===== src/rtl/rf_scoreboard.sv =====
// Parametrised register file with a per-register pending-write scoreboard.
// Define RF_BYPASS_EN to forward same-cycle writeback data onto matching read ports.
module rf_scoreboard #(
  parameter int WORD_SIZE = 16,
  parameter int NUM_REG   = 4,
  parameter int NUM_RD    = 2,
  parameter int ZERO_REG  = 0,
  parameter int ADDR_W    = $clog2(NUM_REG)
) (
  input  logic                          clk,
  input  logic                          reset_n,
  input  logic [NUM_RD*ADDR_W-1:0]      rd_addr,
  output logic [NUM_RD*WORD_SIZE-1:0]   rd_data,
  output logic [NUM_RD-1:0]             rd_busy,
  input  logic                          wr_en,
  input  logic [ADDR_W-1:0]             wr_addr,
  input  logic [WORD_SIZE-1:0]          wr_data,
  input  logic                          iss_en,
  input  logic [ADDR_W-1:0]             iss_addr,
  output logic                          iss_ready,
  output logic [$clog2(NUM_REG+1)-1:0]  pend_cnt
);

  localparam int CNT_W = $clog2(NUM_REG + 1);

  logic [WORD_SIZE-1:0] regs [NUM_REG];
  logic [NUM_REG-1:0]   busy;
  logic [NUM_REG-1:0]   busy_nxt;
  logic                 wr_ok;
  logic                 wr_clr;
  logic                 iss_zero;
  logic                 iss_acc;

  // With ZERO_REG, address 0 is inert: never written, never marked pending.
  assign wr_ok     = wr_en && !((ZERO_REG != 0) && (wr_addr == '0));
  assign iss_zero  = (ZERO_REG != 0) && (iss_addr == '0);
  assign iss_ready = iss_zero || !busy[iss_addr] || (wr_en && (wr_addr == iss_addr));
  assign iss_acc   = iss_en && iss_ready && !iss_zero;
  // Only a write that retires a pending entry decrements the count.
  assign wr_clr    = wr_ok && busy[wr_addr];

  always_comb begin
    busy_nxt = busy;
    if (wr_ok)
      busy_nxt[wr_addr] = 1'b0;
    if (iss_acc)
      busy_nxt[iss_addr] = 1'b1;
  end

  always_ff @(posedge clk or negedge reset_n) begin
    if (!reset_n) begin
      for (int i = 0; i < NUM_REG; i++)
        regs[i] <= '0;
      busy     <= '0;
      pend_cnt <= '0;
    end else begin
      if (wr_ok)
        regs[wr_addr] <= wr_data;
      busy     <= busy_nxt;
      pend_cnt <= pend_cnt + CNT_W'(iss_acc) - CNT_W'(wr_clr);
    end
  end

  for (genvar g = 0; g < NUM_RD; g++) begin : g_rd
    logic [ADDR_W-1:0] ra;
    assign ra = rd_addr[g*ADDR_W +: ADDR_W];

    always_comb begin
      rd_data[g*WORD_SIZE +: WORD_SIZE] = regs[ra];
      rd_busy[g]                        = busy[ra];
`ifdef RF_BYPASS_EN
      if (reset_n && wr_en && (wr_addr == ra)) begin
        rd_data[g*WORD_SIZE +: WORD_SIZE] = wr_data;
        rd_busy[g]                        = 1'b0;
      end
`endif
      if ((ZERO_REG != 0) && (ra == '0)) begin
        rd_data[g*WORD_SIZE +: WORD_SIZE] = '0;
        rd_busy[g]                        = 1'b0;
      end
    end
  end

endmodule


===== config.mk =====
export PLATFORM = sky130hd
export DESIGN_NAME = rf_scoreboard
export DESIGN_NICKNAME = d
export VERILOG_FILES = /design/src/rtl/rf_scoreboard.sv
export SDC_FILE = /design/constraint.sdc
export NUM_CORES = 1
export LEC_CHECK = 0
export CORE_ASPECT_RATIO = 0.8
export CORE_MARGIN = 5
export CORE_UTILIZATION = 40
export CTS_BUF_LIST = sky130_fd_sc_hd__clkbuf_16
export CTS_CLUSTER_DIAMETER = 120
export CTS_CLUSTER_SIZE = 30
export DETAILED_ROUTE_END_ITERATION = 7
export PLACE_DENSITY_LB_ADDON = 0.1
export SYNTH_ARGS = -nofsm -noshare
export SYNTH_HDL_FRONTEND = slang
export SYNTH_SLANG_ARGS = --single-unit

===== constraint.sdc =====
create_clock -name clk -period 2.4 [get_ports clk]
set_input_delay 0.6 -clock clk [delete_from_list [all_inputs] [get_ports clk]]
set_output_delay 0.6 -clock clk [all_outputs]
set_load 0.005 [all_outputs]

==> impl_metrics.py, run 1 <==
metrics = {
    "sta": {
        "slew_headroom_pct": 74.49,
        "final.period_utilization_pct": 98.12,
        "worst_slack_on_hold_paths_ns": 0.2976,
        "final-max-slew-violation-count": 0,
        "setup_repair_after_global_routing_missed_its_margin": "true",
        "final_setup_fails": 0,
        "final_period_demand_of_the_worst_path_ns": 2.355,
        "setup_slack_ns": 0.04523,
        "timing_worst_slew_pin_value_ns": 0.3826,
        "max_clock_freq_mhz": 424.7,
        "finalHoldViolations": 0,
        "clk_skew_ns": 0.003910,
    },
    "cts": {
        "numCtsBuffers": 9,
        "clk_pin_slew_worst_paths_ns": 0.06,
        "htree_num_levels": 3,
        "worst_skew_pair.late_latency_ns": 0.32,
        "cts_buffer_depth": 2,
        "tritoncts_clock_tree": "built",
        "postCtsHoldBufs": 0,
        "numClockSinks": 71,
        "master_cell_of_the_clock_root_buffer": "sky130_fd_sc_hd__clkbuf_16",
    },
    "worst_setup_path": {
        "worst_setup_path_end_kind": "output pin",
        "r2r.worst_path.cells": 9,
        "crit_required_ns": 1.80,
        "crit_chain": "buf_6 -> buf_16 -> buf_4 -> mux4_2 -> dlygate4sd2_1",
        "cell_family_with_the_largest_share_of_critical_path_delay": "buffers and inverters",
        "worst_r2r_endpoint": "pend_cnt[2]",
        "r2r_slack_ns": 0.08,
        "setup.worst_path.class": "in -> out",
        "timing.critical_path.fanout_max": 8,
        "critical-path-max-stage-delay_ns": 0.48,
        "cp_slowest_cell": "sky130_fd_sc_hd__mux4_2",
        "crit-reg2reg-launch": "busy[2]",
        "path_buf_inv": 4,
        "critical_path.startpoint_type": "primary input",
        "arrival_time_at_the_worst_endpoint_ns": 1.75,
    },
    "floorplan": {
        "dieHeight_um": 95.61,
        "floorplan.die_area_um2": 11190,
        "die_w_um": 117.0,
        "top_level_pins": 66,
        "placementRows": 31,
        "start_util_pct": 40.73,
        "core_box_area_um2": 8999,
    },
    "power": {
        "leakagePower_uw": 0.002174,
        "power_density_nw_per_um2": 825.0,
        "fin_total_pwr_uw": 4231,
        "vdd.ir_drop.worst_v": 0.0003581,
    },
    "grt": {
        "globalRoute.totalOverflow": 0,
        "first_global_vias": 2521,
        "grt_max_degree": 72,
        "grt_use_total_pct": 17.22,
        "grt_pass1_wl_um": 14200,
        "grt_antenna_before_repair": 0,
    },
    "finish": {
        "fill_cells": 717,
        "area_taken_by_flip_flops_and_latches_um2": 1782,
        "post_route_cells_drive_above_1_share_pct": 53.48,
        "most-common-layout-cells": "67 x sky130_fd_sc_hd__dfrtp_1, 64 x sky130_fd_sc_hd__mux2_2, 36 x sky130_fd_sc_hd__mux4_2",
        "leading_cell_type_in_the_layout_fill_and_taps_excluded": "sky130_fd_sc_hd__dfrtp_1",
        "antenna-diode-count": 0,
        "fin_nets": 342,
        "syn2layout_area_growth_pct": 39.95,
        "multi_input_combinational_cell_area_um2": 1803,
        "final_area_um2": 5129,
    },
    "routing": {
        "mean_routed_wirelength_per_cell_um": 20.65,
        "firstDrtPassIters": 4,
        "num_vias": 2380,
        "avg_vias_per_cell": 5.522,
        "routed_wl_um": 8902,
        "drc_violations_left": 0,
        "antenna_left": 0,
        "iteration_0_drc_count_of_the_detailed_router": 84,
    },
    "yosys": {
        "synth_area_per_cell_um2": 16.89,
        "ys_seq_elements": 71,
        "syn-num-nets": 248,
        "synth.yosys.seq_area_share_pct": 48.48,
        "synth.largest_area_cell": "sky130_fd_sc_hd__dfrtp_1",
        "synthCells": 217,
        "ys_types": 27,
        "yosys.area.top_type_share_pct": 48.48,
        "yosys_warning_total": 0,
        "synthesis.area_um2": 3665,
        "cells_taking_the_most_area_after_synthesis": "sky130_fd_sc_hd__dfrtp_1 48%, sky130_fd_sc_hd__mux4_2 22%, sky130_fd_sc_hd__mux2_2 20%",
    },
    "worst_hold_path": {
        "hold_path.class": "in -> async",
    },
    "placed_design": {
        "pre_cts_slack_ns": -0.6559,
        "globalplace.congestion": 0.7747,
        "port-buffer-count": 65,
        "detailedPlacementHpwl_um": 5565,
        "placed_inst_area_um2": 4639,
    },
    "status": {
        "outcome": "finished clean",
    },
    "job": {
        "max_cap_violations": 0,
    },
}
[layer usage]
metal  part of all wire (%)  track usage, %
met5                      0               0
met1                     46           24.83
met4                   0.45           3.343
met2                     49           26.99
met3                    4.3           3.934
[worst max path at each step]
| stage | from | to | slack [ns] | cells after the start |
|---|---|---|---|---|
| after floorplan | wr_addr[0] | pend_cnt[2] | -0.11 | 9 |
| after global placement | iss_addr[0] | pend_cnt[2] | -0.62 | 10 |
| after detailed placement | iss_addr[0] | pend_cnt[2] | -0.66 | 10 |
| after CTS | rd_addr[0] | rd_data[3] | -0.008 | 4 |
| after global routing | iss_addr[1] | pend_cnt[2] | -0.06 | 10 |
| final | rd_addr[0] | rd_data[15] | 0.05 | 5 |
[through the flow]
stage          cells  setup TNS, ns  util, %
3_3_place_gp     407         -19.67    51.56
5_1_grt          431       -0.05721    56.99
4_1_cts          430       -0.01361    56.76
3_5_place_dp     407         -19.75    51.56
6_report         431              0    56.99
2_1_floorplan    217        -0.1124        -
[kinds of logic (layout without fill, tap and decap cells)]
logic type | Yosys count | after routing | synth area share (%)
simple gates | 11 | 11 | 2.322
compound gates | 9 | 9 | 1.980
flops | 71 | 71 | 48.48
fa+ha+maj | 3 | 3 | 1.229
mux | 100 | 100 | 41.79
xor+xnor | 4 | 4 | 0.9561
buf+inv | 19 | 118 | 3.243
[area by class of cell]
type                            instances  area share, %
Clock buffer                            9          4.391
Clock inverter                          7          2.049
Inverter                                5         0.3659
Multi-Input combinational cell        127          35.15
Sequential cell                        71          34.74
Tap cell                              115          2.806
Timing Repair Buffer                   97          20.49
[cell usage after synthesis]
cell                       instances
sky130_fd_sc_hd__buf_4             3
sky130_fd_sc_hd__o31ai_1           4
sky130_fd_sc_hd__nand3_2           1
sky130_fd_sc_hd__a22o_1            1
sky130_fd_sc_hd__buf_2             3
sky130_fd_sc_hd__and2_1            1
sky130_fd_sc_hd__nand2b_1          1
sky130_fd_sc_hd__inv_1             4
sky130_fd_sc_hd__buf_6             4
sky130_fd_sc_hd__and3_1            1
sky130_fd_sc_hd__nor2b_1           1
sky130_fd_sc_hd__buf_1             2
sky130_fd_sc_hd__nor3_4            1
sky130_fd_sc_hd__xnor2_1           2
sky130_fd_sc_hd__inv_2             1
sky130_fd_sc_hd__nand3b_2          2
sky130_fd_sc_hd__a32o_1            1
sky130_fd_sc_hd__mux2_2           64
sky130_fd_sc_hd__nand2_1           3
sky130_fd_sc_hd__mux4_2           36
sky130_fd_sc_hd__clkbuf_2          2
sky130_fd_sc_hd__o31a_1            2
sky130_fd_sc_hd__dfrtp_1          71
sky130_fd_sc_hd__ha_1              2
sky130_fd_sc_hd__xor2_1            2
sky130_fd_sc_hd__o22ai_1           1
sky130_fd_sc_hd__fa_1              1
[state kept, by name (all words and copies together), names as in the netlist]
signal    flops
pend_cnt      3
busy          4
regs         64
[power breakdown]
group / internal (µW) / switching (µW) / total (µW)
Combinational: 761 / 382 / 1140
Clock: 924 / 526 / 1450
Sequential: 1450 / 186 / 1640
Total: 3140 / 1090 / 4230
[what timing repair did]
action | 4_1_cts | 5_1_grt
setup buffers | 2 | 1
setup endpoints to repair | 37 | 8
endpoints found under the hold margin | 0 | 0
cloned | 5 | 0
pin swaps | 5 | 4
resized for setup | 71 | 13
[worst reg2reg max path, cell delays in order, from the launching register on]
cell and delay [ns]:
sky130_fd_sc_hd__dfrtp_2 0.44, sky130_fd_sc_hd__mux4_2 0.50, sky130_fd_sc_hd__o31ai_4 0.08, sky130_fd_sc_hd__nand2_1 0.08
sky130_fd_sc_hd__ha_1 0.27, sky130_fd_sc_hd__inv_1 0.04, sky130_fd_sc_hd__ha_2 0.16, sky130_fd_sc_hd__fa_2 0.35
sky130_fd_sc_hd__xnor2_2 0.15, sky130_fd_sc_hd__xnor2_1 0.13
No activity file was read; power rests on OpenSTA's default activity.
==> run 2, diff against run 1 <==
==> constraint.sdc (replaced) <==
create_clock -name clk -period 2.35 [get_ports clk]
set_input_delay 0.5875 -clock clk [delete_from_list [all_inputs] [get_ports clk]]
set_output_delay 0.5875 -clock clk [all_outputs]
set_load 0.005 [all_outputs]
==> run 2 against run 1 <==
Combinational power up 4%. Worst setup slack about the same. Cell count up 0.46%. Sequential power about the same. Hold slack worse by 0.031 ns. Flip-flop and latch count unchanged. Die area unchanged. Clock skew up 0.0012 ns. First-iteration DRC count up 39%. Critical path depth up 4.
==> impl_metrics.py, run 2 (synthesis gave the netlist of run 1 again) <==
metrics = {
    "power": {
        "vdd.ir_drop.worst_v": 0.0005086,
        "leakagePower_uw": 0.002166,
        "power_density_nw_per_um2": 814.4,
        "fin_total_pwr_uw": 4156,
    },
    "worst_setup_path": {
        "arrival_time_at_the_worst_endpoint_ns": 2.52,
        "cp_slowest_cell": "sky130_fd_sc_hd__mux4_2",
        "critical-path-max-stage-delay_ns": 0.49,
        "path_buf_inv": 2,
        "critical_path.startpoint_type": "primary input",
        "crit_required_ns": 2.57,
        "setup.worst_path.class": "in -> reg",
        "crit_chain": "clkdlybuf4s15_2 -> mux4_2 -> and2_1 -> ha_1 -> inv_1 -> ha_2 -> fa_2 -> xnor2_2 -> xnor2_1",
        "timing.critical_path.fanout_max": 2,
        "cell_family_with_the_largest_share_of_critical_path_delay": "adder cells",
        "worst_setup_path_end_kind": "register",
    },
    "sta": {
        "setup_repair_after_global_routing_missed_its_margin": "true",
        "final_period_demand_of_the_worst_path_ns": 2.305,
        "final-max-slew-violation-count": 0,
        "timing_worst_slew_pin_value_ns": 0.3900,
        "final_setup_fails": 0,
        "finalHoldViolations": 0,
        "slew_headroom_pct": 74.00,
        "max_clock_freq_mhz": 433.9,
        "worst_slack_on_hold_paths_ns": 0.2670,
        "fin_tns_setup_ns": 0,
        "final.period_utilization_pct": 98.07,
        "clk_skew_ns": 0.005106,
    },
    "status": {
        "outcome": "finished clean",
    },
    "finish": {
        "syn2layout_area_growth_pct": 39.26,
        "finalNonFillerCells": 433,
        "registers.top_by_ff_count": "regs",
        "leading_cell_type_in_the_layout_fill_and_taps_excluded": "sky130_fd_sc_hd__dfrtp_1",
        "fin_nets": 344,
        "antenna-diode-count": 0,
        "top_regs": "regs (64), busy (4), pend_cnt (3)",
        "largest_reg_flops": 64,
        "most-common-layout-cells": "68 x sky130_fd_sc_hd__dfrtp_1, 64 x sky130_fd_sc_hd__mux2_2, 36 x sky130_fd_sc_hd__mux4_2",
        "post_route_cells_drive_above_1_share_pct": 53.14,
    },
    "cts": {
        "postCtsHoldBufs": 0,
        "worst_skew_pair.late_latency_ns": 0.33,
        "tritoncts_clock_tree": "built",
        "cts_buffer_depth": 2,
        "clk_pin_slew_worst_paths_ns": 0.06,
        "numClockSinks": 71,
        "numCtsBuffers": 9,
        "htree_num_levels": 3,
        "master_cell_of_the_clock_root_buffer": "sky130_fd_sc_hd__clkbuf_16",
    },
    "grt": {
        "first_global_vias": 2513,
        "grt_pass1_wl_um": 14320,
        "globalRoute.totalOverflow": 0,
        "grt_max_degree": 72,
        "grt_antenna_before_repair": 0,
        "grt_use_total_pct": 17.74,
    },
    "routing": {
        "mean_routed_wirelength_per_cell_um": 20.43,
        "firstDrtPassIters": 4,
        "routed_wl_um": 8846,
        "num_vias": 2344,
        "drc_violations_left": 0,
        "avg_vias_per_cell": 5.413,
        "antenna_left": 0,
        "iteration_0_drc_count_of_the_detailed_router": 117,
    },
    "floorplan": {
        "placementRows": 31,
        "floorplan.die_area_um2": 11190,
        "dieHeight_um": 95.61,
        "top_level_pins": 66,
        "die_w_um": 117.0,
        "start_util_pct": 40.73,
        "core_box_area_um2": 8999,
    },
    "placed_design": {
        "globalplace.congestion": 0.7551,
        "port-buffer-count": 65,
        "placed_cells_incl_taps": 406,
        "detailedPlacementHpwl_um": 5319,
    },
    "worst_hold_path": {
        "hold_path.class": "in -> async",
    },
    "job": {
        "max_cap_violations": 0,
    },
}
-- run 2: cell types whose count changed in the layout (fill, tap and decap cells not counted), sizes merged --
cell	previous run	this run
dlygate4sd2	32	30
clkinvlp	1	2
bufbuf	1	2
clkdlybuf4s15	7	9
clkbuf	10	9
bufinv	2	0
inv	7	9
clkinv	2	1
buf	35	37
-- run 2: routing by layer --
layer | track usage (%) | wire length (µm) | vias to the layer above
met5 | 0 | 0 | -
met4 | 5.158 | 82 | 0
met3 | 4.695 | 442 | 10
met2 | 27.46 | 4215 | 52
met1 | 24.74 | 4105 | 1236
li1 | - | - | 1046
-- run 2: what timing repair did --
item | 4_1_cts | 5_1_grt
pin swaps | 5 | 4
setup buffers | 3 | 3
gates resized for setup | 74 | 9
setup endpoints to repair | 37 | 8
cloned | 6 | 0
-- run 2: layout make-up --
type	count	area, µm²
clock inverter	7	61.31
tap	115	143.9
inverter	5	18.77
multi-input combinational	127	1795
timing repair buffer	99	1079
fill	750	3895
clock buffer	9	225.2
sequential	71	1780
-- run 2: final timing paths --
check / startpoint / end / slack [ns] / depth (start not counted)
worst max-delay path: wr_addr[0] / pend_cnt[2] / 0.05 / 9
worst min-delay path: reset_n / regs[31] / 0.27 / 2
worst max register to register: busy[3] / pend_cnt[2] / 0.05 / 9
worst min register to register: regs[16] / regs[16] / 0.52 / 1
max in group asynchronous: reset_n / busy[3] / 1.75 / 2
min in group clk: regs[16] / regs[16] / 0.52 / 1
-- run 2: where the power goes --
group | leakage [µW] | internal [µW] | switching [µW]
registers | 0.000837 | 1480 | 182
clock network | 0.000135 | 734 | 575
logic | 0.00119 | 792 | 390
-- run 2: per-stage QoR --
stage / setup slack (ns) / util, % / instance area, µm²
finish: 0.04525 / 56.72 / 5104
detailed placement: -0.6993 / 51.47 / 4632
CTS: 0.004745 / 56.69 / 5101
floorplan: -0.1499 / - / 3686
global route: -0.07686 / 56.72 / 5104
global placement: -0.6609 / 51.47 / 4632
==> run 3, diff against run 2 <==
--- a/config.mk
+++ b/config.mk
@@ -5,7 +5,7 @@
 export SDC_FILE = /design/constraint.sdc
 export NUM_CORES = 1
 export LEC_CHECK = 0
-export CORE_ASPECT_RATIO = 0.8
+export CORE_ASPECT_RATIO = 0.9
 export CORE_MARGIN = 5
 export CORE_UTILIZATION = 40
 export CTS_BUF_LIST = sky130_fd_sc_hd__clkbuf_16
==> run 3 against run 2 <==
Clock power up 3%. Hold slack worse by 0.044 ns. Cell count up 2.3%. First-iteration DRC count down 28%. Global-route usage up 0.13 points. Sequential power about the same. Critical path type is now in -> out. Largest cell class unchanged. Largest power group unchanged.
==> impl_metrics.py, run 3 (synthesis gave the netlist of run 1 again) <==
metrics = {
    "status": {
        "outcome": "finished clean",
    },
    "cts": {
        "numClockSinks": 71,
        "numCtsBuffers": 9,
        "cts_buffer_depth": 2,
        "postCtsHoldBufs": 0,
        "worst_skew_pair.late_latency_ns": 0.32,
        "master_cell_of_the_clock_root_buffer": "sky130_fd_sc_hd__clkbuf_16",
        "clk_pin_slew_worst_paths_ns": 0.06,
        "tritoncts_clock_tree": "built",
        "htree_num_levels": 3,
    },
    "worst_setup_path": {
        "crit-reg2reg-launch": "busy[0]",
        "r2r_slack_ns": 0.06,
        "cp_slowest_cell": "sky130_fd_sc_hd__mux4_2",
        "worst_setup_path_end_kind": "output pin",
        "setup.worst_path.class": "in -> out",
        "crit_required_ns": 1.76,
        "critical_path.startpoint_type": "primary input",
        "critical_path_cell_count": 5,
        "timing.critical_path.mode_cell": "sky130_fd_sc_hd__buf_6",
        "crit_chain": "buf_6 -> buf_16 -> buf_6 -> mux4_2 -> dlygate4sd2_1",
        "cell_family_with_the_largest_share_of_critical_path_delay": "buffers and inverters",
        "worst_r2r_endpoint": "pend_cnt[2]",
        "path_buf_inv": 4,
        "arrival_time_at_the_worst_endpoint_ns": 1.72,
        "timing.critical_path.fanout_max": 5,
        "critical-path-max-stage-delay_ns": 0.48,
        "r2r.worst_path.cells": 9,
    },
    "grt": {
        "grt_pass1_wl_um": 15200,
        "first_global_vias": 2593,
        "grt_use_total_pct": 17.87,
        "grt_max_degree": 39,
        "grt_antenna_before_repair": 0,
        "globalRoute.totalOverflow": 0,
    },
    "placed_design": {
        "globalplace.congestion": 0.7459,
        "placed_cells_incl_taps": 416,
        "detailedPlacementHpwl_um": 5597,
        "placed_inst_area_um2": 4666,
        "port-buffer-count": 65,
    },
    "floorplan": {
        "top_level_pins": 66,
        "start_util_pct": 40.53,
        "core_box_area_um2": 9042,
        "placementRows": 33,
        "dieHeight_um": 100.8,
        "die_w_um": 110.9,
        "floorplan.die_area_um2": 11180,
    },
    "sta": {
        "fin_tns_setup_ns": 0,
        "slew_headroom_pct": 67.45,
        "finalHoldViolations": 0,
        "setup_repair_after_global_routing_missed_its_margin": "true",
        "max_clock_freq_mhz": 433.0,
        "clk_skew_ns": 0.002631,
        "final-max-slew-violation-count": 0,
        "final_period_demand_of_the_worst_path_ns": 2.310,
        "timing_worst_slew_pin_value_ns": 0.4883,
        "worst_slack_on_hold_paths_ns": 0.2233,
        "final.period_utilization_pct": 98.28,
        "final_setup_fails": 0,
    },
    "finish": {
        "fin_nets": 347,
        "top_regs": "regs (64), busy (4), pend_cnt (3)",
        "leading_cell_type_in_the_layout_fill_and_taps_excluded": "sky130_fd_sc_hd__dfrtp_1",
        "most-common-layout-cells": "71 x sky130_fd_sc_hd__dfrtp_1, 64 x sky130_fd_sc_hd__mux2_2, 36 x sky130_fd_sc_hd__mux4_2",
        "registers.top_by_ff_count": "regs",
        "largest_reg_flops": 64,
        "fill_cells": 751,
        "antenna-diode-count": 0,
        "final_area_um2": 5124,
        "finalNonFillerCells": 443,
        "post_route_cells_drive_above_1_share_pct": 52.96,
        "syn2layout_area_growth_pct": 39.81,
    },
    "job": {
        "max_cap_violations": 0,
    },
    "power": {
        "vdd.ir_drop.worst_v": 0.0004082,
        "power_density_nw_per_um2": 818.9,
        "leakagePower_uw": 0.002178,
    },
    "routing": {
        "avg_vias_per_cell": 5.343,
        "num_vias": 2367,
        "antenna_left": 0,
        "routed_wl_um": 9187,
        "firstDrtPassIters": 4,
        "mean_routed_wirelength_per_cell_um": 20.74,
        "iteration_0_drc_count_of_the_detailed_router": 84,
        "drc_violations_left": 0,
    },
    "worst_hold_path": {
        "hold_path.class": "in -> async",
    },
}
==> run 3: how the worst max path moves through the flow <==
| stage | start | to | slack, ns |
|---|---|---|---|
| final | rd_addr[0] | rd_data[8] | 0.04 |
| after global routing | busy[2] | pend_cnt[2] | -0.03 |
| after CTS | rd_addr[2] | rd_data[24] | 0.01 |
| after detailed placement | iss_addr[0] | pend_cnt[2] | -0.70 |
| after global placement | iss_addr[0] | pend_cnt[2] | -0.66 |
| after floorplan | wr_addr[0] | pend_cnt[2] | -0.15 |
==> run 3: final cells by class <==
type | instances | area, µm² | area share (%)
flip-flops and latches | 71 | 1777 | 34.68
inverters | 5 | 18.77 | 0.3663
well taps | 122 | 152.6 | 2.979
clock buffers | 9 | 225.2 | 4.396
repair buffers | 102 | 1076 | 21.00
multi-input cells | 127 | 1803 | 35.19
clock inverters | 7 | 71.32 | 1.392
==> run 3: routing by layer <==
layer / wire length [µm] / track usage, % / share of wire (%)
met5: 0 / 0 / 0
met4: 155 / 5.492 / 1.7
met3: 357 / 4.502 / 3.9
met2: 4292 / 28.03 / 47
met1: 4382 / 24.73 / 48
==> run 3: where the power goes <==
group          internal (µW)  switching (µW)
registers               1480             173
clock network            823             526
logic                    787             405
==> run 3: repair_timing <==
action	in CTS	in global routing
buffers inserted	6	0
endpoints found under the setup margin	37	8
gates resized for setup	74	8
endpoints found under the hold margin	0	0
cloned	6	0
pin swaps	5	4
==> run 3: through the flow <==
step	setup slack, ns	utilization (%)	power (µW)
global route	-0.03126	56.66	4438
global placement	-0.6630	51.60	2909
CTS	0.009841	56.93	4254
finish	0.04034	56.66	4196
detailed placement	-0.7005	51.60	2945
floorplan	-0.1499	-	2303
